[config.mk]
export PLATFORM = sky130hd
export DESIGN_NAME = sample_tx
export DESIGN_NICKNAME = d
export VERILOG_FILES = /design/src/rtl/sample_tx.sv
export SDC_FILE = /design/constraint.sdc
export NUM_CORES = 1
export LEC_CHECK = 0
export CAP_MARGIN = 20
export CORE_MARGIN = 1.5
export CORE_UTILIZATION = 60
export CTS_CLUSTER_DIAMETER = 120
export DETAILED_ROUTE_END_ITERATION = 8
export DONT_BUFFER_PORTS = 1
export HOLD_SLACK_MARGIN = 0.05
export PLACE_DENSITY_LB_ADDON = 0.15
export SYNTH_ARGS = -nofsm -noshare
export SYNTH_HDL_FRONTEND = slang
export SYNTH_SLANG_ARGS = --single-unit
[constraint.sdc]
create_clock -name clk -period 8.1 [get_ports clk]
set_input_delay 1.62 -clock clk [delete_from_list [all_inputs] [get_ports clk]]
set_output_delay 1.62 -clock clk [all_outputs]
set_load 0.05 [all_outputs]
[src/rtl/sample_tx.sv]
// Transmit side of the sample path: a small FIFO fed from the bus side, drained one
// sample at a time to the filter under a data_ready / modwait handshake.
module sample_tx #(
  parameter int DATA_W    = 16,
  parameter int DEPTH     = 4,
  parameter int BLOCK_LEN = 1000,
  parameter int CNT_W     = 10
) (
  input  logic              clk,
  input  logic              rst,
  input  logic              wr_en,
  input  logic [DATA_W-1:0] wr_data,
  output logic              full,
  output logic              empty,
  input  logic              clear,
  input  logic              modwait,
  output logic [DATA_W-1:0] sample_data,
  output logic              data_ready,
  output logic [CNT_W-1:0]  samples_issued,
  output logic              block_done,
  output logic              overrun
);

  localparam int AW = $clog2(DEPTH);
  localparam int OW = AW + 1;

  typedef enum logic [1:0] {IDLE, ISSUE, WAIT_BUSY, WAIT_DONE} state_t;

  state_t            state;
  logic [DATA_W-1:0] mem [DEPTH];
  logic [AW-1:0]     wr_ptr;
  logic [AW-1:0]     rd_ptr;
  logic [OW-1:0]     count;
  logic [OW-1:0]     count_nxt;
  logic              push;
  logic              pop;

  // full/empty are the registered view of occupancy, so a push while full is
  // refused even when a pop frees a slot on the same edge.
  assign push = wr_en && !full && !clear;
  assign pop  = (state == IDLE) && !empty && !modwait && !clear;

  // NOTE: every path assigns count_nxt first, so no latch is inferred.
  always_comb begin
    count_nxt = count;
    case ({push, pop})
      2'b10:   count_nxt = count + OW'(1);
      2'b01:   count_nxt = count - OW'(1);
      default: count_nxt = count;
    endcase
  end

  // NOTE: sequential state uses non-blocking assignments only.
  always_ff @(posedge clk or posedge rst) begin
    if (rst) begin
      wr_ptr  <= '0;
      rd_ptr  <= '0;
      count   <= '0;
      full    <= 1'b0;
      empty   <= 1'b1;
      overrun <= 1'b0;
    end else if (clear) begin
      wr_ptr  <= '0;
      rd_ptr  <= '0;
      count   <= '0;
      full    <= 1'b0;
      empty   <= 1'b1;
      overrun <= 1'b0;
    end else begin
      if (push) wr_ptr <= wr_ptr + AW'(1);
      if (pop)  rd_ptr <= rd_ptr + AW'(1);
      count <= count_nxt;
      full  <= (count_nxt == OW'(DEPTH));
      empty <= (count_nxt == '0);
      if (wr_en && full) overrun <= 1'b1;
    end
  end

  // NOTE: sample storage is not reset; occupancy alone decides what is valid.
  always_ff @(posedge clk) begin
    if (push) mem[wr_ptr] <= wr_data;
  end

  always_ff @(posedge clk or posedge rst) begin
    if (rst) begin
      state          <= IDLE;
      sample_data    <= '0;
      data_ready     <= 1'b0;
      block_done     <= 1'b0;
      samples_issued <= '0;
    end else if (clear) begin
      state          <= IDLE;
      data_ready     <= 1'b0;
      block_done     <= 1'b0;
      samples_issued <= '0;
    end else begin
      data_ready <= 1'b0;
      block_done <= 1'b0;
      case (state)
        IDLE: begin
          if (pop) begin
            state       <= ISSUE;
            sample_data <= mem[rd_ptr];
            data_ready  <= 1'b1;
            // The wrap edge is the same edge that raises data_ready, so both pulses align.
            if (samples_issued == CNT_W'(BLOCK_LEN - 1)) begin
              samples_issued <= '0;
              block_done     <= 1'b1;
            end else begin
              samples_issued <= samples_issued + CNT_W'(1);
            end
          end
        end
        ISSUE:     state <= WAIT_BUSY;
        WAIT_BUSY: if (modwait) state <= WAIT_DONE;
        WAIT_DONE: if (!modwait) state <= IDLE;
        default:   state <= IDLE;
      endcase
    end
  end

endmodule
* Yosys cells after proc, flatten, opt, wreduce, memory -nomap -nowiden
Memories as Yosys holds them, arrays and structs flattened. A register that Yosys moved wholly into a read port is not among the register bits.
Index checks and enable logic that the tools add are counted.
Widths: inputs -> output; s select.
** Operators by class
- Add/sub/neg operators :: 5
- Equality and inequality tests :: 10
- Mux-type cells :: 28
- Bitwise operators :: 1
- Reductions and logical operators :: 19
** Operators by type and width (number)
- $mux 10 :: 4
- $mux 2 :: 8
- $mux 1 :: 13
- $add 10x1->10 const B :: 1
- $eq 10x10->1 const B :: 1
- $ne 3x3->1 const B :: 3
- $pmux 2 s4 :: 1
- $reduce_bool 2->1 :: 4
- $eq 2x2->1 const B :: 3
- $logic_and 1x1->1 :: 6
- $pmux 3 s2 :: 1
- $reduce_and 3->1 :: 2
- $add 2x1->2 const B :: 2
- $eq 2x1->1 const B :: 2
- $logic_not 1->1 :: 4
- $add 3x1->3 const B :: 1
- $eq 3x3->1 const B :: 1
- $logic_not 3->1 :: 1
- $mux 3 :: 1
- $sub 3x1->3 const B :: 1
- $logic_not 2->1 :: 1
- $reduce_and 2->1 :: 1
- $not 1->1 :: 1
** Word-level totals
- Register bits :: 24
- RAM bits :: 64
- Input port bits :: 21
- Output and inout port bits :: 31
- Word-level logic and storage cells :: 74
- Memories :: 1
** Memories
- mem :: depth 4, width 16, read ports 1, clocked after Yosys merged registers in 1, wr ports 1, line 30 : logic [DATA_W-1:0] mem [DEPTH];

* Depth between registers and ports, before layout
Gate-level depths: netlist (run 1).
- Depth after elaboration :: 8
- Depth in mapped cells :: 12
- Gate-level depth less buffers :: 11

* Least setup slack after synthesis (run 1)
No wires, ideal clock.
- Kind :: input -> register
- Start point :: input port clear
- End point :: register full
- Setup time :: 73 ps
- Arrival time :: 3946 ps
- Data required time :: 8027 ps
- Setup slack :: 4081 ps
- Cell stages on the path :: 11
- Buffers on the path :: 2
- Cells stage by stage :: buf_6 -> or4b_4 -> clkinv_1 -> buf_4 -> ha_1 -> inv_1 -> fa_1 -> xor2_1 -> or3_1 -> a21oi_1 -> nor2b_1
** On the way
- Cells in the longest elaborated chain, start to end :: 6
- Elaborated cells between the ends (all ways) :: 8
- Classes of those cells :: eq/ne (3); mux (2); reduce/logical (3)
** RTL lines
- start: declaration :: line 15 : input logic clear,
- $logic_not 1->1 :: line 40, 41
- $logic_and 1x1->1, on equally long branches :: line 41, 40
- $eq 2x1->1 or $eq 2x2->1 (tied branches) :: line 46 : case ({push, pop})
- $pmux 3 s2 :: line 46
- $eq 3x3->1 :: line 73 : full <= (count_nxt == OW'(DEPTH));
- $mux 1 (*) :: line 62 : end else if (clear) begin
- end signal: assignment :: line 73
- end: declaration :: line 13 : output logic full,
Every way passes the cells marked *; elsewhere a longest branch is shown, timed or not.
A chain may end at the register's enable or synchronous reset.

* Worst setup path in the final report (run 1)
Ends and elaborated chain as after synthesis.

==> flow_summary.toml, run 1 <==
[setup_path]
crit_family = "simple AND/OR/NAND/NOR gates"
cpPeakStageDelay_ns = 0.69
timing.rr.start = "state[0]"
r2r-end = "full"
crit_chain = "or4b_4 -> clkinv_1 -> ha_1 -> inv_1 -> fa_1 -> xor2_1 -> or3_1 -> a21oi_1 -> nor2b_1"
cp_max_fo = 22
worstSetupPathType = "in2reg"
end_kind = "flop"
required_ns = 8.40
ff2ff_path_depth = 11
reg2reg_slack_ns = 4.79
arrival_ns = 4.21
crit_path_start_kind = "input pin"
crit_buf_inv = 2
cp_slowest_cell = "or4b_4"

[pwr]
power_mw = 1.30
powerDensity_nw_per_um2 = 286
ir_drop_mv = 0.160
p_leak_nw = 1.73

[synth]
synth-seq-area-share = 0.690
yosys_most_used_dff = "edfxtp_1"
synthCells = 287
synth_top_area_cell = "edfxtp_1"
ys_top_cells_by_area = "edfxtp_1, dfrtp_1, mux4_2, nand2_1, ha_1"
ys_types = 43
synth_seq_cells = 104
async_flop_share = 0.385
yosys_warnings = 0
avgSynthCellArea_um2 = 14.8
synth_fp_nets = 318
synth.cell_area_um2 = 4240
yosysTopAreaCellShare = 0.453
synth_edf_count = 64

[floorplanning]
ios = 52
core_um2 = 6830
rows = 30
fp.dieW_um = 87.1
die-height_um = 87.1
start_util = 0.621
die-area_um2 = 7580

[layout]
multi_input_area_um2 = 1210
nets = 322
fillerInstances = 519
final_core_util = 0.666
n_antenna_cell = 0
syn2layout_area_growth_pct = 7.29
stdcell_count = 392
post-route-cell-area_um2 = 4550
layout.area.seq_um2 = 2920
drive_above_1_share = 0.139

[sta]
drv_slew = 0
grt_setup_unrepaired = "false"
fin_crit_sh = 0.482
fin_crit_ns = 3.91
whs_ns = 0.546
fin_skew_ns = 0.00644
relSlewSlack = 0.378
setup_viol = 0
max_freq_ghz = 0.256
tns_ns = 0
setup_ws_ns = 4.19
tightest_slew_ns = 0.934
finalHoldViolCount = 0

[run]
max_cap_violations = 0

[placement]
dp_worst_setup_slack_ns = 3.80
gp_congestion = 0.839
place_area_um2 = 4320
place_inst = 376
io_buffers = 0
hpwl_um = 4390

[clock_network]
post_cts_buffers = 0
clk_pin_slew_ns = 0.10
clockBufferDepth = 2
clock_sinks = 104
cts_tree = "done"
holdBufCountCts = 0
root_buffer = "clkbuf_8"
htreeDepth = 3
postCtsResizedCells = 0
clk_latency_ns = 0.37
cts_buffers = 9

[global_routing]
grt_pass1_wl_um = 11200
grt_max_degree = 29
gr-total-overflow = 0
antenna_found_initial = 0
grt_usage = 0.205
grt_pass1_vias = 2214

[hold_path]
min_from = "state[1]"
holdPathEnd = "state[1]"
min_path_type = "reg2reg"
hold_depth = 2

[drt]
drt_first_pass_iters = 4
wl_per_cell_um = 18.1
num_vias = 2236
drcViolationCount = 0
drtIter0Drc = 102
ant_nets = 0
viasPerCell = 5.70
drt-total-wl_um = 7110

[status]
outcome = "completed"
## cell type report
class,count,share of cell area
Clock buffer,9,0.0272
Inverter,13,0.0107
Multi-Input combinational cell,161,0.265
Tap cell,96,0.0264
Timing Repair Buffer,2,0.00330
Sequential cell,104,0.643
Clock inverter,7,0.0242
## cell usage in the layout (no fill, tap or decap), types with 2 or more instances in the layout
cell type,netlist,routed
xnor2_1,2,2
a211oi_1,2,2
nor2_1,16,16
inv_1,12,12
a31oi_1,2,2
edfxtp_1,64,64
xor2_1,5,5
nand3_1,8,8
mux4_2,16,16
a21oi_1,7,7
clkbuf_8,0,9
bufinv_16,0,2
or3_1,2,2
ha_1,9,9
nor3_1,2,2
buf_4,2,2
and4_1,2,2
nand2_1,60,60
o21ai_0,5,5
inv_8,0,3
and3_1,2,2
dfrtp_1,39,39
and2_1,4,4
## cells in the mapped netlist (all sizes together), types with 2 or more instances
cell and instances:
nand3 8, dfrtp 39, and3 2, mux4 16
a31oi 3, nand2 60, edfxtp 64, and2 4
or3 2, nor2 16, o21ai 6, nor3b 2
ha 9, nor3 2, a21oi 7, xnor2 2
and4 2, buf 8, xor2 5, inv 12
a211oi 2
## power breakdown
group          total (mW)  internal, mW  leakage, nW  switching [mW]
clock network       0.366         0.181        0.116           0.184
registers           0.815         0.620         1.11           0.195
logic               0.120        0.0531        0.506          0.0667
total                1.30         0.855         1.73           0.446
## layer usage
layer,part of all wire,track usage
met5,0,0
met4,0.011,0.0660
met3,0.067,0.0673
met2,0.49,0.323
met1,0.43,0.272
## cells by family (layout without fill, tap and decap cells)
family	Yosys count	count (layout)	synth area share
AOI/OAI and AO/OA	22	22	0.0369
xor gates and xnor gates	7	7	0.0145
adders and majority gates	10	10	0.0313
buffers and inverters	22	31	0.0257
DFF	104	104	0.690
muxes	18	18	0.0900
and+or+nand+nor	104	104	0.112
## worst register-to-register path: stages (launching register included)
cell	delay, ns
dfrtp_1	0.42
inv_1	0.09
ha_1	0.19
or4b_4	0.64
clkinv_1	0.37
ha_1	0.25
inv_1	0.06
fa_1	0.37
xor2_1	0.16
or3_1	0.31
a21oi_1	0.22
nor2b_1	0.17
## worst max path at each step
stage	cells past startpoint	slack (ns)	endpoint	from
finish	9	4.19	full	clear
global route	9	4.02	full	clear
CTS	9	4.20	full	clear
detailed placement	9	3.80	full	clear
global placement	9	3.90	full	clear
floorplan	11	4.08	full	clear
## flip-flops by register name, indices dropped and copies added, names as in the netlist
signal	count
wr_ptr	2
samples_issued	10
rd_ptr	2
data_ready	1
mem	64
full	1
count	3
sample_data	16
block_done	1
empty	1
overrun	1
state	2
Note: power is estimated with default switching activity, not from simulation.
==> run 2, diff against run 1 <==
--- a/config.mk
+++ b/config.mk
@@ -7,7 +7,7 @@
 export LEC_CHECK = 0
 export CAP_MARGIN = 20
 export CORE_MARGIN = 1.5
-export CORE_UTILIZATION = 60
+export CORE_UTILIZATION = 56
 export CTS_CLUSTER_DIAMETER = 120
 export DETAILED_ROUTE_END_ITERATION = 8
 export DONT_BUFFER_PORTS = 1
==> constraint.sdc (replaced) <==
create_clock -name clk -period 3.5 [get_ports clk]
set_input_delay 0.7 -clock clk [delete_from_list [all_inputs] [get_ports clk]]
set_output_delay 0.7 -clock clk [all_outputs]
set_load 0.05 [all_outputs]
==> run 2 against run 1 <==
- critical path depth is 2 higher
- final area decreased by 0.44%
- via count about the same
- critical path type is now reg2reg
- largest power group unchanged
- highest routed layer unchanged
==> flow_summary.toml, run 2 (synthesized netlist as in run 1, its figures left out) <==
[drt]
viasPerCell = 5.63
drt_first_pass_iters = 4
drcViolationCount = 0
drtIter0Drc = 126
drt-total-wl_um = 7390
num_vias = 2234
ant_nets = 0
wl_per_cell_um = 18.6

[layout]
layout_common_cells = "edfxtp_1, nand2_1, dfrtp_1, nor2_1, mux4_2"
nets = 324
top_register = "mem"
syn2layout_area_growth_pct = 6.82
layout_commonest_cell = "edfxtp_1"
reg_top3 = "mem x64, sample_data x16, samples_issued x10"
fillerInstances = 583
n_antenna_cell = 0
largest_reg_flops = 64
layout.area.seq_um2 = 2920
multi_input_area_um2 = 1210
drive_above_1_share = 0.141

[clock_network]
clk_latency_ns = 0.37
clockBufferDepth = 2
clock_sinks = 104
clk_pin_slew_ns = 0.10
post_cts_buffers = 0
cts_buffers = 9
holdBufCountCts = 0
cts_tree = "done"
root_buffer = "clkbuf_8"
postCtsResizedCells = 0
htreeDepth = 3

[setup_path]
worstSetupPathType = "reg2reg"
worstSetupStartpoint = "state[0]"
end_kind = "flop"
cp_max_fo = 4
timing.rr.start = "state[0]"
required_ns = 3.80
crit_path_start_kind = "flop"
arrival_ns = 3.04

[sta]
finalHoldViolCount = 0
fin_crit_sh = 0.784
setup_viol = 0
grt_setup_unrepaired = "false"
tns_ns = 0
fin_crit_ns = 2.74
relSlewSlack = 0.393
tightest_slew_ns = 0.910
fin_skew_ns = 0.0108
setup_ws_ns = 0.756
drv_slew = 0
max_freq_ghz = 0.364

[status]
outcome = "completed"

[floorplanning]
start_util = 0.582
die-height_um = 90.0
rows = 31
die-area_um2 = 8100
ios = 52
fp.dieW_um = 90.0
core_um2 = 7290

[global_routing]
grt_max_degree = 32
grt_pass1_wl_um = 12200
grt_pass1_vias = 2371
antenna_found_initial = 0
gr-total-overflow = 0
grt_usage = 0.200

[pwr]
p_leak_nw = 1.72
ir_drop_mv = 0.326
powerDensity_nw_per_um2 = 638

[placement]
gp_congestion = 0.785
io_buffers = 0
hpwl_um = 4720
dp_worst_setup_slack_ns = 0.686

[hold_path]
min_path_type = "in2async"

[run]
max_cap_violations = 0
-- run 2: per-layer routing --
metal | track usage | wire, um
met1 | 0.246 | 3110
met2 | 0.328 | 3710
met3 | 0.0550 | 404
met4 | 0.0992 | 168
met5 | 0 | 0
-- run 2: metrics by stage --
step	hold WS (ns)	util	instance area (um2)	power, mW	std cells
2_1_floorplan	0.480	-	4240	2.11	287
4_1_cts	0.133	0.621	4530	2.92	397
3_3_place_gp	0.508	0.594	4330	2.18	381
6_report	0.142	0.621	4530	2.89	397
3_5_place_dp	0.508	0.594	4330	2.19	381
5_1_grt	0.144	0.621	4530	3.02	397
-- run 2: final timing paths --
path	endpoint	slack (ns)	cells past startpoint
worst max-delay path	full	0.76	11
worst min-delay path	sample_data[5]	0.14	1
worst max register to register	full	0.76	11
worst min register to register	count[1]	0.53	2
max in group asynchronous	empty	2.64	2
min in group clk	samples_issued[2]	0.39	1
-- run 2: power breakdown --
| part | switching (mW) | internal, mW | total (mW) | leakage, nW |
|---|---|---|---|---|
| Sequential | 0.435 | 1.44 | 1.87 | 1.11 |
| Combinational | 0.154 | 0.125 | 0.279 | 0.512 |
| Clock | 0.405 | 0.335 | 0.740 | 0.0933 |
-- run 2: area by class of cell --
type / instances / area share
Inverter: 13 / 0.0108
Tap cell: 99 / 0.0273
Timing Repair Buffer: 4 / 0.00663
Clock buffer: 10 / 0.0282
Clock inverter: 6 / 0.0149
Sequential cell: 104 / 0.646
Multi-Input combinational cell: 161 / 0.267
-- run 2: worst max-delay path, stage by stage (launching register included) --
cell,delay [ns]
dfrtp_1,0.42
inv_1,0.09
ha_1,0.19
or4b_4,0.48
clkinv_1,0.08
ha_1,0.17
inv_1,0.06
fa_1,0.37
xor2_1,0.16
or3_1,0.30
a21oi_1,0.21
nor2b_1,0.15
